===== config.mk =====
export PLATFORM = sky130hd
export DESIGN_NAME = irrigation_scheduler
export DESIGN_NICKNAME = d
export VERILOG_FILES = /design/src/rtl/irrigation_scheduler.sv
export SDC_FILE = /design/constraint.sdc
export NUM_CORES = 1
export LEC_CHECK = 0
export ABC_AREA = 0
export CORE_ASPECT_RATIO = 2
export CORE_MARGIN = 2
export CORE_UTILIZATION = 51
export CTS_BUF_LIST = sky130_fd_sc_hd__clkbuf_4 sky130_fd_sc_hd__clkbuf_8
export CTS_CLUSTER_DIAMETER = 50
export CTS_CLUSTER_SIZE = 12
export DETAILED_ROUTE_END_ITERATION = 8
export GPL_TIMING_DRIVEN = 1
export PLACE_DENSITY = 0.92
export SYNTH_ARGS = -nofsm -noshare
export SYNTH_HDL_FRONTEND = slang
export SYNTH_SLANG_ARGS = --single-unit

===== constraint.sdc =====
create_clock -name clk -period 3.1 [get_ports clk]
set_input_delay 0.62 -clock clk [delete_from_list [all_inputs] [get_ports clk]]
set_output_delay 0.62 -clock clk [all_outputs]
set_load 0.01 [all_outputs]

===== src/rtl/irrigation_scheduler.sv =====
// Irrigation sequencing controller: sprinkler/drip valve timing, soak pause,
// hysteretic tank refill and alarm-driven FAULT hold-off.
module irrigation_scheduler #(
  parameter int unsigned TW         = 8,
  parameter int unsigned SPRINKLE_S = 30,
  parameter int unsigned DRIP_S     = 60,
  parameter int unsigned SOAK_S     = 20,
  parameter int unsigned CLEAR_S    = 2
) (
  input  logic          clk,
  input  logic          reset,
  input  logic          tick_1s,
  input  logic          soil_dry,
  input  logic          air_dry,
  input  logic          temp_hot,
  input  logic          lvl_h,
  input  logic          lvl_m,
  input  logic          lvl_l,
  input  logic          alarm,
  output logic          va,
  output logic          vg,
  output logic          fill,
  output logic [2:0]    state,
  output logic [TW-1:0] remaining,
  output logic [7:0]    runs
);

  typedef enum logic [2:0] {
    IDLE     = 3'd0,
    SPRINKLE = 3'd1,
    DRIP     = 3'd2,
    SOAK     = 3'd3,
    FAULT    = 3'd4
  } stateT;

  // Run lengths truncated to the timer width; a zero length behaves as one tick.
  localparam logic [TW-1:0] sprinkleLoad = (TW'(SPRINKLE_S) == '0) ? TW'(1) : TW'(SPRINKLE_S);
  localparam logic [TW-1:0] dripLoad     = (TW'(DRIP_S) == '0)     ? TW'(1) : TW'(DRIP_S);
  localparam logic [TW-1:0] soakLoad     = (TW'(SOAK_S) == '0)     ? TW'(1) : TW'(SOAK_S);

  localparam int unsigned   CW        = (CLEAR_S < 2) ? 1 : $clog2(CLEAR_S + 1);
  localparam logic [CW-1:0] clearLast = CW'((CLEAR_S > 0) ? CLEAR_S - 1 : 0);

  stateT         curState;
  logic [CW-1:0] clearCnt;
  logic          entry;
  logic          tickLive;

  // The first cycle of a timed state never consumes a tick.
  assign tickLive = tick_1s && !entry;

  assign state = curState;
  assign va    = (curState == SPRINKLE);
  assign vg    = (curState == DRIP);

  always_ff @(posedge clk) begin
    if (reset) begin
      curState  <= IDLE;
      remaining <= '0;
      runs      <= '0;
      fill      <= 1'b0;
      clearCnt  <= '0;
      entry     <= 1'b0;
    end else begin
      entry <= 1'b0;

      // Refill hysteresis: high probe clears, a missing low/mid probe sets.
      if (alarm || curState == FAULT) fill <= 1'b0;
      else if (lvl_h)                 fill <= 1'b0;
      else if (!lvl_l || !lvl_m)      fill <= 1'b1;

      if (alarm) begin
        curState  <= FAULT;
        remaining <= '0;
        clearCnt  <= '0;
      end else begin
        case (curState)
          IDLE: begin
            if (lvl_m && soil_dry) begin
              curState  <= SPRINKLE;
              remaining <= sprinkleLoad;
              entry     <= 1'b1;
            end else if (lvl_m && (air_dry || temp_hot)) begin
              curState  <= DRIP;
              remaining <= dripLoad;
              entry     <= 1'b1;
            end
          end
          SPRINKLE, DRIP: begin
            if (!lvl_m) begin
              curState  <= SOAK;
              remaining <= soakLoad;
              entry     <= 1'b1;
            end else if (tickLive) begin
              if (remaining == TW'(1)) begin
                curState  <= SOAK;
                remaining <= soakLoad;
                entry     <= 1'b1;
                runs      <= runs + 8'd1;
              end else begin
                remaining <= remaining - TW'(1);
              end
            end
          end
          SOAK: begin
            if (tickLive) begin
              if (remaining == TW'(1)) begin
                curState  <= IDLE;
                remaining <= '0;
              end else begin
                remaining <= remaining - TW'(1);
              end
            end
          end
          FAULT: begin
            if (tick_1s) begin
              if (clearCnt == clearLast) begin
                curState  <= SOAK;
                remaining <= soakLoad;
                entry     <= 1'b1;
                clearCnt  <= '0;
              end else begin
                clearCnt <= clearCnt + CW'(1);
              end
            end
          end
          default: begin
            curState  <= IDLE;
            remaining <= '0;
          end
        endcase
      end
    end
  end

endmodule


==> results summary, run 1 <==
In the layout the commonest cells are 31 x sky130_fd_sc_hd__clkdlybuf4s50_1, 23 x sky130_fd_sc_hd__dfxtp_1, 17 x sky130_fd_sc_hd__nor2_1, 17 x sky130_fd_sc_hd__nand2_1, 11 x sky130_fd_sc_hd__nor3_1. The number of flops mapped to enable cells by yosys came out at 0. The number of antenna violations at the first check in global routing is 0. The maximum single-stage delay on the critical path is 0.79 ns.

The number of buffers created by CTS came out at 3. The number of different library cells used by synthesis comes to 45. The area of placed instances is 1709 um^2. The maximum resistive drop on vdd is 0.0003390 V. The critical path data required time is 2.48 ns. For this block, the initial DRC count from the detailed router was 55. The overall die height is 77.80 um. Across the run, the number of max-cap violations was 0. At the end of the flow the core is filled with cells to 0.6840. The number of hold violations in the final report is 0. For this run, the register share of the synthesized area comes to 0.3315. The register clock-pin slew on the reported worst setup and hold paths came out at 0.08 ns. The synthesis warning total came out at 0. The final estimated routing congestion in global placement is 0.9373.

The overall die area came out at 3182 um^2. The tightest min-delay check is of the reg2reg type. The netlist area before placement came out at 1389 um^2. The first-pass GRT wire length came out at 6430 um. The filler cell count came out at 213.

The endpoint arrival time on the critical path is 2.02 ns. The number of placed instances, taps included is 226. The library cell used most frequently in the layout, excluding fill and tap cells, is sky130_fd_sc_hd__clkdlybuf4s50_1. The DRC violation count after routing is 0. The source-to-sink clock delay at the later pin of the worst-skew pair came out at 0.27 ns. The final total power came out at 0.7301 mW. The most used flip-flop cell after synthesis is sky130_fd_sc_hd__dfxtp_1.

The count of nets left with antenna violations once routing finished came out at 0. Once the clock tree was built, the resizer swapped 0 gates to a different size. The final max-slew violation count was 0. The standby leakage power is 0.6746 nW. The sink count of the clock tree is 23.

Along the worst path, the maximum fanout reaches 23. Setup repair after global routing left no endpoint under its margin. The count of nets after finishing came out at 216. The number of cells produced by synthesis is 174. The number of global-route vias before repair was 1443. The detailed placement HPWL came out at 3040 um. The mean instance size in the synthesized netlist is 7.982 um^2.

Clock skew on the completed layout was measured at 0.003291 ns. The number of cells on the worst reg-to-reg path is 6. The starting density of the core came out at 0.5404. The final worst-path cycle share is 0.8513. The signal on the critical path passes through inv_1 > and3_1 > clkdlybuf4s50_1. The CTS tree is yes. The number of endpoints failing setup at the final stage is 0. The busiest metal layer after global routing is met2. 0 antenna diodes ended up in the layout. Before CTS, the worst setup slack after placement is 0.2108 ns.

The share of post-route cells with drive strength above 1 came out at 0.06931. The final critical path time including I/O delays and setup came out at 2.639 ns. In this run the deepest clock path goes through 2 buffers. The number of storage elements in the synthesis netlist came out at 23. The run finished with clean final reports. The final non-filler cell area is 1758 um^2. In this run the power density over the cells is 415.3 nW/um^2. The global routing usage summed across all routing layers is 0.2840. In the global route stage, met3 resource usage came out at 0.02857. The area growth from synthesis to final layout came out at 26.58%. The maximum clock frequency is 378.9 MHz. The average detailed-routed wire length per instance is 16.71 um. The post-synthesis async set-or-reset flop share is 0. The count of TritonRoute iterations in the first routing pass came out at 7.

The worst hold path cell count came out at 2. The number of H-tree branching levels is 1. The detailed-route wire length came out at 3844 um. The ratio of routed vias to standard cells is 6.374. Summing over every cut layer, the via total after detailed routing is 1466. The number of setup buffers added after CTS is 0.

The sequential cell area is 460.4 um^2. The global routing usage on met1 is 0.3038. The multi-input combinational cells in the finished layout cover a total of 858.3 um^2. The final worst-path setup slack came out at 0.4611 ns. In this run the standard cell core region covers 2570 um^2. The number of rows created at floorplan is 26. The actual slew at the worst max-slew pin is 0.7125 ns. The count of boundary I/O pins is 32. The worst hold slack came out at 0.4529 ns. The overall die width is 40.90 um.

The global routing met2 resource utilization came out at 0.4703. The worst slew slack as a fraction of its limit is 0.5243. For this design, the CTS-stage hold fixing added 0 buffers.

The total overflow reported by the global router is 0. The cell at the root of the clock tree is sky130_fd_sc_hd__clkbuf_8. The largest individual stage delay along the critical path comes from the cell sky130_fd_sc_hd__dfxtp_1.

The accumulated negative setup slack is 0 ns. The category of the worst setup path capture point is an output pin. The synthesized netlist net count is 187. During placement, the flow inserted port buffers numbering 31. The final cell count without fillers is 230. STA classifies the critical path startpoint as a flip-flop. Entering global routing, the biggest net connects 24 pins.

The critical path is of the reg2out type.
==> cell usage after synthesis (3+ instances only) <==
master                     count  area, um^2
sky130_fd_sc_hd__dfxtp_1      23       460.4
sky130_fd_sc_hd__ha_1          3       37.54
sky130_fd_sc_hd__a21o_1        3       22.52
sky130_fd_sc_hd__a31oi_1       4       25.02
sky130_fd_sc_hd__xnor2_1       7       61.31
sky130_fd_sc_hd__or3_1         3       18.77
sky130_fd_sc_hd__a211oi_1      4       30.03
sky130_fd_sc_hd__buf_2         5       25.02
sky130_fd_sc_hd__nand3_1       9       45.04
sky130_fd_sc_hd__a21oi_1       8       40.04
sky130_fd_sc_hd__xor2_1        3       26.28
sky130_fd_sc_hd__nand2_1      17       63.81
sky130_fd_sc_hd__nor2_1       17       63.81
sky130_fd_sc_hd__inv_1         8       30.03
sky130_fd_sc_hd__o31ai_1       5       37.54
sky130_fd_sc_hd__nor3_1       11       55.05
sky130_fd_sc_hd__clkbuf_1      4       15.01
sky130_fd_sc_hd__nand4_1       4       25.02
==> kinds of logic after synthesis <==
family	share of synthesized area
XOR/XNOR	0.06307
adder cells (fa/ha/maj)	0.03424
buffers and inverters	0.05045
multiplexers	0.01081
AND/OR/NAND/NOR	0.3009
AO/OA/AOI/OAI	0.2090
flip-flops	0.3315
==> cell type report <==
type,instances,area share
tap,28,0.01993
sequential,23,0.2619
multi-input combinational,134,0.4883
timing repair buffer,33,0.1851
inverter,8,0.01708
clock buffer,4,0.02776
==> per-layer routing <==
metal | up-vias | share of wire | wire [um]
met5 | - | 0 | 0
met4 | 0 | 0.054 | 207
met3 | 18 | 0.038 | 146
met2 | 65 | 0.56 | 2159
met1 | 688 | 0.35 | 1330
li1 | 695 | - | -
==> worst max-delay path, delay by kind of cell (launching register included) <==
kind                   cells  cell delay (ns)
AND/OR/NAND/NOR            1             0.24
flip-flops                 1             0.79
buffers and inverters      2             0.71
==> power breakdown <==
| part | internal (mW) | switching (mW) |
|---|---|---|
| combinational | 0.0894 | 0.105 |
| clock | 0.101 | 0.100 |
| sequential | 0.307 | 0.0278 |
==> path summary, 6_finish.rpt <==
| path | start | endpoint | slack [ns] |
|---|---|---|---|
| min | clearCnt[1] | clearCnt[1] | 0.45 |
| max | state[2] | vg | 0.46 |
| min reg2reg | clearCnt[1] | clearCnt[1] | 0.45 |
| max reg2reg | remaining[0] | runs[7] | 0.61 |
==> state kept, by name (all words and copies together), names as in the netlist <==
name and flops:
fill 1, remaining 8, runs 8, entry 1
clearCnt 2, state 3
Note: power is estimated with default switching activity, not from simulation.
==> run 2: changes to the inputs <==
- HOLD_SLACK_MARGIN: default -> 0.08
==> results of run 2 <==
Final layout, timing and power as in run 1 (identical DEF).
==> run 3: changes to the inputs <==
- CORE_UTILIZATION: 51 -> 49
- CTS_BUF_LIST: sky130_fd_sc_hd__clkbuf_4 sky130_fd_sc_hd__clkbuf_8 -> sky130_fd_sc_hd__clkbuf_8 sky130_fd_sc_hd__clkbuf_16
- PLACE_DENSITY: 0.92 -> 0.89
- SETUP_SLACK_MARGIN: default -> 0.2
==> run 3 against run 2 <==
  * Maximum frequency increased by 3.2%
  * Clock power decreased by 7%
  * Combinational power up 6%
==> results summary, run 3 (synthesized netlist as in run 1, its figures left out) <==
The actual slew at the worst max-slew pin is 0.6115 ns (was 0.7125 ns). The register clock-pin slew on the reported worst setup and hold paths is 0.08 ns (about the same). The count of cells resized by post-cts repair came out at 0 (unchanged). Highest-count cells in the layout ignoring fill and taps: 31 x sky130_fd_sc_hd__clkdlybuf4s50_1, 23 x sky130_fd_sc_hd__dfxtp_1, 17 x sky130_fd_sc_hd__nor2_1, 17 x sky130_fd_sc_hd__nand2_1, 11 x sky130_fd_sc_hd__nor3_1 (unchanged). The final critical path time including I/O delays and setup is 2.558 ns (was 2.639 ns). The final max-slew violation count came out at 0 (unchanged).

The number of hold violations in the final report came out at 0 (unchanged). The count of TritonRoute iterations in the first routing pass came out at 4 (was 7). The count of boundary I/O pins came out at 32 (unchanged). The overall die area came out at 3302 um^2 (was 3182 um^2). The element type at the critical path start is a flip-flop (unchanged). The final estimated routing congestion in global placement came out at 0.9041 (was 0.9373).

The category of the worst setup path capture point was an output pin (unchanged). The average detailed-routed wire length per instance is 15.58 um (was 16.71 um). The maximum number of pins on one net before global-route repair is 23 (was 24).

The worst min-delay path category is reg2reg (unchanged). The number of endpoints failing setup at the final stage is 0 (unchanged). The final worst-path cycle share is 0.8253 (was 0.8513).

The global routing usage summed across all routing layers is 0.2412 (was 0.2840). The antenna violation net count after detailed routing is 0 (unchanged). The most common library cell in the layout ignoring fill and taps is sky130_fd_sc_hd__clkdlybuf4s50_1 (unchanged). The number of rows created at floorplan came to 27 (was 26). The number of global-route vias before repair was 1376 (was 1443). The endpoint arrival time on the critical path came out at 1.94 ns (was 2.02 ns). The path type of the worst setup path is reg2out (unchanged). The worst hold slack was 0.4410 ns (was 0.4529 ns).

The number of buffers between clock root and the deepest sink is 2 (unchanged). The number of DRC markers after the initial detailed-route iteration is 74 (was 55). The area growth from synthesis to final layout is 28.02% (was 26.58%). The core area came out at 2736 um^2 (was 2570 um^2). The accumulated negative setup slack came out at 0 ns (unchanged). The number of input and output port buffers inserted came out at 31 (unchanged). The worst slew slack as a fraction of its limit came out at 0.5904 (was 0.5243). The CTS tree is yes (unchanged). The share of post-route cells with drive strength above 1 is 0.07805 (was 0.06931).

The cell at the root of the clock tree is sky130_fd_sc_hd__clkbuf_8 (unchanged). Unrepaired setup endpoints after global routing: false (unchanged). The ratio of routed vias to standard cells is 6.192 (was 6.374). The DRC violation count after routing is 0 (unchanged). The relative contribution of combinational cells to total power was 0.287 (was 0.266). The total overflow reported by the global router was 0 (unchanged). The standby leakage power is 0.6899 nW (was 0.6746 nW). The first-pass GRT wire length is 6258 um (was 6430 um). The number of H-tree branching levels came out at 1 (unchanged). The number of antenna cells inserted is 0 (unchanged). The number of antenna violations at the first check in global routing is 0 (unchanged). The via total after detailed routing was 1449 (was 1466). The count of nets after finishing is 219 (was 216). The number of buffers added to fix hold violations after cts came out at 0 (unchanged). The number of setup buffers added after CTS is 0 (unchanged). The overall die height is 79.29 um (was 77.80 um). The detailed placement HPWL came out at 2826 um (was 3040 um).

The max capacitance violation total came out at 0 (unchanged). The maximum net fanout on the critical path came out at 11 (was 23). The maximum clock frequency is 390.9 MHz (was 378.9 MHz). The starting density of the core came out at 0.5075 (was 0.5404). The source-to-sink clock delay at the later pin of the worst-skew pair came out at 0.27 ns (about the same).

The detailed-route wire length was 3646 um (was 3844 um). The power share of the clock group is 0.259 (was 0.275). The sink count of the clock tree is 23 (unchanged). The critical path data required time came out at 2.48 ns (about the same).

The overall die width came out at 41.65 um (was 40.90 um). The number of buffers created by CTS is 3 (unchanged). The worst clock skew is 0.002719 ns (was 0.003291 ns).

The power share of the sequential group came out at 0.454 (was 0.458). The switching part of the total power is 0.3188 (was 0.3194). The maximum resistive drop on vdd was 0.0003187 V (was 0.0003390 V). Result of the run: finished clean (unchanged).

The total power divided by cell area came out at 404.4 nW/um^2 (was 415.3 nW/um^2). The net switching component of the power was 0.2292 mW (was 0.2332 mW). The design internal power is 0.4898 mW (was 0.4970 mW).
[run 3: cell types whose count changed in the layout (fill, tap and decap cells not counted)]
| cell | delta |
|---|---|
| sky130_fd_sc_hd__buf_4 | +3 |
| sky130_fd_sc_hd__clkbuf_4 | -1 |
| sky130_fd_sc_hd__inv_1 | +1 |
[run 3: area by class of cell]
| cell class | count | area, um^2 |
|---|---|---|
| clock buffers | 3 | 41.29 |
| clock inverters | 1 | 3.754 |
| fillers | 239 | 958.4 |
| inverters | 8 | 30.03 |
| multi-input cells | 134 | 858.3 |
| flip-flops and latches | 23 | 460.4 |
| well taps | 29 | 36.28 |
| repair buffers | 36 | 347.8 |
[run 3: through the flow]
stage | std cells | utilization | cell area, um^2 | total power, mW | setup slack [ns]
floorplan | 174 | - | 1389 | 0.4596 | 0.7686
global route | 234 | 0.6497 | 1778 | 0.7530 | 0.4731
finish | 234 | 0.6497 | 1778 | 0.7191 | 0.5417
CTS | 234 | 0.6497 | 1778 | 0.7226 | 0.5707
global placement | 230 | 0.6333 | 1733 | 0.5346 | 0.4419
detailed placement | 230 | 0.6333 | 1733 | 0.5365 | 0.3923
[run 3: path summary, 6_finish.rpt]
path	from	to	slack (ns)	cells past startpoint
worst max-delay path	state[0]	va	0.54	3
worst min-delay path	clearCnt[1]	clearCnt[1]	0.44	2
worst max register to register	remaining[0]	runs[7]	0.61	6
worst min register to register	clearCnt[1]	clearCnt[1]	0.44	2
[run 3: critical path, stage by stage, from the launching register on]
cell and delay (ns):
sky130_fd_sc_hd__dfxtp_1 0.60, sky130_fd_sc_hd__inv_1 0.15, sky130_fd_sc_hd__nor3_1 0.31, sky130_fd_sc_hd__clkdlybuf4s50_1 0.61
[run 3: metal layers]
layer	wire, um	global-route usage	vias up
met5	0	0	-
met4	216	0.1548	0
met3	164	0.02045	22
met2	1939	0.4594	66
met1	1325	0.2377	665
li1	-	-	696
[run 3: power groups by stage]
stage | combinational [mW] | sequential, mW | clock, mW
detailed placement | 0.203 | 0.333 | 0
CTS | 0.205 | 0.326 | 0.191
floorplan | 0.131 | 0.329 | 0
finish | 0.206 | 0.327 | 0.186
global placement | 0.201 | 0.333 | 0
global route | 0.226 | 0.330 | 0.197
